===== config.mk =====
export PLATFORM = sky130hd
export DESIGN_NAME = register_file_sb
export DESIGN_NICKNAME = d
export VERILOG_FILES = /design/src/rtl/register_file_sb.sv
export SDC_FILE = /design/constraint.sdc
export NUM_CORES = 2
export LEC_CHECK = 0
export CAP_MARGIN = 10
export CORE_MARGIN = 1
export CORE_UTILIZATION = 42
export CTS_BUF_LIST = sky130_fd_sc_hd__clkbuf_2
export DETAILED_ROUTE_END_ITERATION = 8
export PLACE_DENSITY = 0.68
export SYNTH_ARGS = -nofsm -noshare
export SYNTH_HDL_FRONTEND = slang
export SYNTH_SLANG_ARGS = --single-unit

===== constraint.sdc =====
create_clock -name clk -period 62.4 [get_ports clk]
set_clock_uncertainty 0.2 [all_clocks]
set_input_delay 12.48 -clock clk [delete_from_list [all_inputs] [get_ports clk]]
set_output_delay 12.48 -clock clk [all_outputs]
set_load 0.1 [all_outputs]

===== src/rtl/register_file_sb.sv =====
// Register file with two combinational read ports, one write port and a per-register
// busy scoreboard. Optional macro REGFILE_BYPASS_EN forwards same-cycle writes to reads.
module register_file_sb #(
    parameter int DATA_W   = 32,
    parameter int DEPTH    = 32,
    parameter int ZERO_REG = 1
) (
    input  logic                       clk,
    input  logic                       reset,
    input  logic [$clog2(DEPTH)-1:0]   read_reg1,
    input  logic [$clog2(DEPTH)-1:0]   read_reg2,
    output logic [DATA_W-1:0]          read_data1,
    output logic [DATA_W-1:0]          read_data2,
    input  logic [$clog2(DEPTH)-1:0]   write_reg,
    input  logic [DATA_W-1:0]          write_data,
    input  logic                       regWrite,
    input  logic                       reserve_en,
    input  logic [$clog2(DEPTH)-1:0]   reserve_reg,
    output logic                       busy1,
    output logic                       busy2,
    output logic [$clog2(DEPTH):0]     busy_count
);

    localparam int AW = $clog2(DEPTH);

    logic [DATA_W-1:0] mem_q [DEPTH];
    logic [DEPTH-1:0]  busy_q;
    logic [DEPTH-1:0]  busy_d;
    logic [AW:0]       busy_count_q;
    logic [AW:0]       busy_count_d;
    logic              wr_ok;
    logic              rsv_ok;
    logic              byp1;
    logic              byp2;

    function automatic logic [AW:0] popcount(input logic [DEPTH-1:0] v);
        logic [AW:0] c;
        c = '0;
        for (int i = 0; i < DEPTH; i++) begin
            c = c + {{AW{1'b0}}, v[i]};
        end
        return c;
    endfunction

    function automatic logic is_zero_reg(input logic [AW-1:0] a);
        return (ZERO_REG != 0) && (a == '0);
    endfunction

    assign wr_ok  = regWrite && !is_zero_reg(write_reg);
    assign rsv_ok = reserve_en && !is_zero_reg(reserve_reg);

    // Reservation is applied after the write-clear so a same-cycle reserve wins.
    always_comb begin
        busy_d = busy_q;
        if (wr_ok) begin
            busy_d[write_reg] = 1'b0;
        end
        if (rsv_ok) begin
            busy_d[reserve_reg] = 1'b1;
        end
        busy_count_d = popcount(busy_d);
    end

    always_ff @(posedge clk or posedge reset) begin
        if (reset) begin
            for (int i = 0; i < DEPTH; i++) begin
                mem_q[i] <= '0;
            end
            busy_q       <= '0;
            busy_count_q <= '0;
        end else begin
            if (wr_ok) begin
                mem_q[write_reg] <= write_data;
            end
            busy_q       <= busy_d;
            busy_count_q <= busy_count_d;
        end
    end

`ifdef REGFILE_BYPASS_EN
    assign byp1 = wr_ok && !reset && (write_reg == read_reg1);
    assign byp2 = wr_ok && !reset && (write_reg == read_reg2);
`else
    assign byp1 = 1'b0;
    assign byp2 = 1'b0;
`endif

    // Outputs are forced quiet during reset so a pending bypass cannot leak through.
    always_comb begin
        read_data1 = '0;
        read_data2 = '0;
        busy1      = 1'b0;
        busy2      = 1'b0;
        if (!reset) begin
            if (byp1) begin
                read_data1 = write_data;
            end else if (!is_zero_reg(read_reg1)) begin
                read_data1 = mem_q[read_reg1];
                busy1      = busy_q[read_reg1];
            end
            if (byp2) begin
                read_data2 = write_data;
            end else if (!is_zero_reg(read_reg2)) begin
                read_data2 = mem_q[read_reg2];
                busy2      = busy_q[read_reg2];
            end
        end
    end

    assign busy_count = busy_count_q;

endmodule


==> summary.md <==
| Metric | Value |
|---|---|
| Outcome | finished, violations left |
| Failing checks | DRC |
| # DRC | 36 |
| Maximum number of pins on one net before global-route repair | approximately 190 |
| Worst slew pin tran | roughly 1.2 ns |
| Sequential fraction of the synthesis area | between 40% and 50% |
| Shortest period the worst path allows | between 30 and 40 ns |
| Final #Nets | just under 4000 |
| Slew Viols, Final | 0 |
| Setup_tns | 0 ns |
| Syn Area/Cell | approximately 15 um2 |
| Syn_nets | ~3800 |
| Gate power share | about a third |
| Starting Density | approximately 42% |
| Kind of critical path | input pin to output pin |
| Hold_buf cts | 0 |
| Die Height | 369 um |
| CTS Buf Count | between 200 and 300 |
| Pint | 0.00136 W |
| Sw frac | approximately a third |
| # setup viols final | 0 |
| Seq pwr share | roughly 45% |
| Post-CTS Resized | 0 |
| Grt ovf | 0 |
| Drt total wl | 169000 um |
| Share of cells above drive strength 1 | 52.2% |
| Hold crit path type | flop to flop |
| PD cells | 33.2 nW/um2 |
| # fillers | approximately 12000 |
| Post-CTS setup buffers | 0 |
| TritonCTS clock tree | done |
| FF-to-FF setup slack | between 50 and 60 ns |
| Clk root buf | clkbuf_2 |
| Cells after synthesis | approximately 3700 |
| FFs w/ async S/R, synth | 100% |
| Synthesis-to-finish area growth | 8.76% |
| Netlist cell types | between 40 and 50 |
| Seq cells post-synth | roughly 1100 |
| Post-synth EDFFs | 0 |
| Peak VDD IR | 0.0637 mV |
| TritonRoute pass-1 iters | 7 |
| Synth Flop Type | dfrtp_1 |
| Worst R2R Path Depth | 15 |
| Sw power | just under 0.0007 W |
| Port Buf Inserts | approximately 130 |
| Hold path endpoint | mem_q[994] |
| Clock latency on the worst-skew pair | between 1.5 and 2 ns |
| Worst reg2reg startpoint | busy_q[15] |
| Synthesis warning total | 0 |
| RSZ-0062 raised after global routing | false |
| Post-synthesis cell area | 56700 um2 |
| Most frequent cells in the layout | 1062 x dfrtp_1, 1037 x mux2_2, 462 x mux4_2, 443 x clkbuf_2, 218 x mux2i_1 |
| Initial antenna violation count | 9 |
| Final worst-path cycle share | 49.0% |
| CTS sink count | about 1100 |
| Die area | 136000 um2 |
| Final core occ | between 40% and 50% |
| Via density | ~6.3 |
| Crit. End Element | output pin |
| Post-DR wirelength/cell | between 20 and 30 um |
| FP Rows | 134 |
| Core Area | between 100000 and 150000 um2 |
| Routability cong. | 0.815 |
| Crit path required time | a little under 50 ns |
| Clock power share | a little under a quarter |
| Max_slew headroom | 20.5% |
| DP HPWL | about 85000 um |
| Commonest non-fill, non-tap cell in the layout | dfrtp_1 |
| Final Hold Fails | 0 |
| F_max | 0.0327 GHz |
| Top Ports | ~130 |
| Gr usage total | about a quarter |
| Hold Startpoint | mem_q[994] |
| CTS clk-pin slew, worst paths | 0.09 ns |
| First-pass GRT wire length | about 250000 um |
| Routed Antenna Nets | 0 |
| Cells on Worst Hold Path | 0 |
| CP Data Arrival Time | approximately 18 ns |
| Leakage | 27.2 nW |
| Die Width | approximately 370 um |
| Max Cap Viol | 0 |
| H-tree depth | 5 |
| Maximum clock insertion buffer count | 4 |
| Total number of vias | between 30000 and 40000 |
| Number of global-route vias before repair | ~38000 |
| Initial drt markers | approximately 3200 |
| CP startpoint kind | input pin |
| FF-to-FF End | busy_count[4] |
| Crit Path Max Fanout | about 110 |
critical path, cell delays in order:
cell,delay [ns]
buf_8,0.62
buf_12,0.75
buf_4,0.87
buf_4,0.77
mux4_2,0.60
mux2i_1,0.16
o22a_1,0.21
o221ai_1,0.18
clkdlybuf4s50_1,1.05
power groups by stage:
| stage | combinational, W | clock (W) | sequential [W] |
|---|---|---|---|
| after floorplan | 0.000511 | 0 | 0.000912 |
| after global placement | 0.000630 | 0 | 0.000918 |
| after detailed placement | 0.000644 | 0 | 0.000926 |
| after CTS | 0.000646 | 0.000503 | 0.000912 |
| after global routing | 0.000708 | 0.000540 | 0.000934 |
| final | 0.000642 | 0.000491 | 0.000915 |
worst max path at each step:
stage                           to  slack (ns)         start
finish              read_data1[17]       31.82  read_reg1[0]
global route        read_data1[18]       31.31  read_reg1[0]
CTS                 read_data1[21]       31.57  read_reg1[0]
detailed placement  read_data1[21]       31.58  read_reg1[0]
global placement    read_data1[21]       31.54  read_reg1[0]
floorplan                    busy1        8.80         reset
metrics by stage:
stage	cell area [um2]	cells	total power [W]	setup WS (ns)	hold WS, ns
2_1_floorplan	56700	3741	0.00142	8.80	0.241
3_3_place_gp	59200	5276	0.00155	31.54	0.177
3_5_place_dp	59200	5276	0.00157	31.58	0.183
4_1_cts	61600	5753	0.00206	31.57	0.204
5_1_grt	61600	5760	0.00218	31.31	0.217
6_report	61600	5764	0.00205	31.82	0.202
cells in the mapped netlist, types with 23 or more instances:
| cell type | count | area [um2] |
|---|---|---|
| o221ai_1 | 66 | 578 |
| fa_1 | 24 | 480 |
| mux4_2 | 462 | 10400 |
| a211oi_1 | 53 | 398 |
| mux2_2 | 1037 | 11700 |
| o22a_1 | 33 | 289 |
| mux2i_1 | 218 | 2180 |
| nand2_1 | 54 | 203 |
| inv_1 | 31 | 116 |
| and3_1 | 26 | 163 |
| buf_2 | 118 | 591 |
| buf_1 | 46 | 173 |
| dfrtp_1 | 1062 | 26600 |
| clkbuf_1 | 253 | 950 |
| a22o_1 | 33 | 289 |
| a22oi_1 | 67 | 503 |
| a21oi_1 | 26 | 130 |
| a221oi_1 | 23 | 201 |
cell families (layout without fill, tap and decap cells):
| logic type | count (synthesis) | in the layout | share of synthesized area, % |
|---|---|---|---|
| xor+xnor | 3 | 3 | 0.0464 |
| flops | 1062 | 1062 | 46.9 |
| mux | 1718 | 1718 | 42.8 |
| compound gates | 326 | 326 | 4.49 |
| buf+inv | 460 | 704 | 3.39 |
| other cells | 0 | 11 | 0 |
| fa+ha+maj | 31 | 31 | 1.00 |
| simple gates | 141 | 141 | 1.34 |
area by class of cell:
class                   instances  area (um2)  share of cell area (%)
flip-flops and latches       1062       26600                    43.1
repair buffers                196        1890                    3.06
clock buffers                 443        2220                    3.60
clock inverters                34         216                   0.351
diodes                         11        27.5                  0.0447
well taps                    1768        2210                    3.59
multi-input cells            2219       28400                    46.0
inverters                      31         124                   0.201
registers in the layout, indices dropped and copies added, names as in the netlist:
register / cells
busy_q: 32
mem_q: 1024
busy_count: 6
metal layers:
layer / up-vias / GRT usage (%) / part of all wire (%)
li1: 14800 / - / -
met1: 19700 / 35.6 / 42
met2: 1670 / 38.0 / 46
met3: 384 / 5.31 / 8.7
met4: 10 / 9.46 / 3.3
met5: - / 0 / 0.041
(Power assumes the default switching activity.)
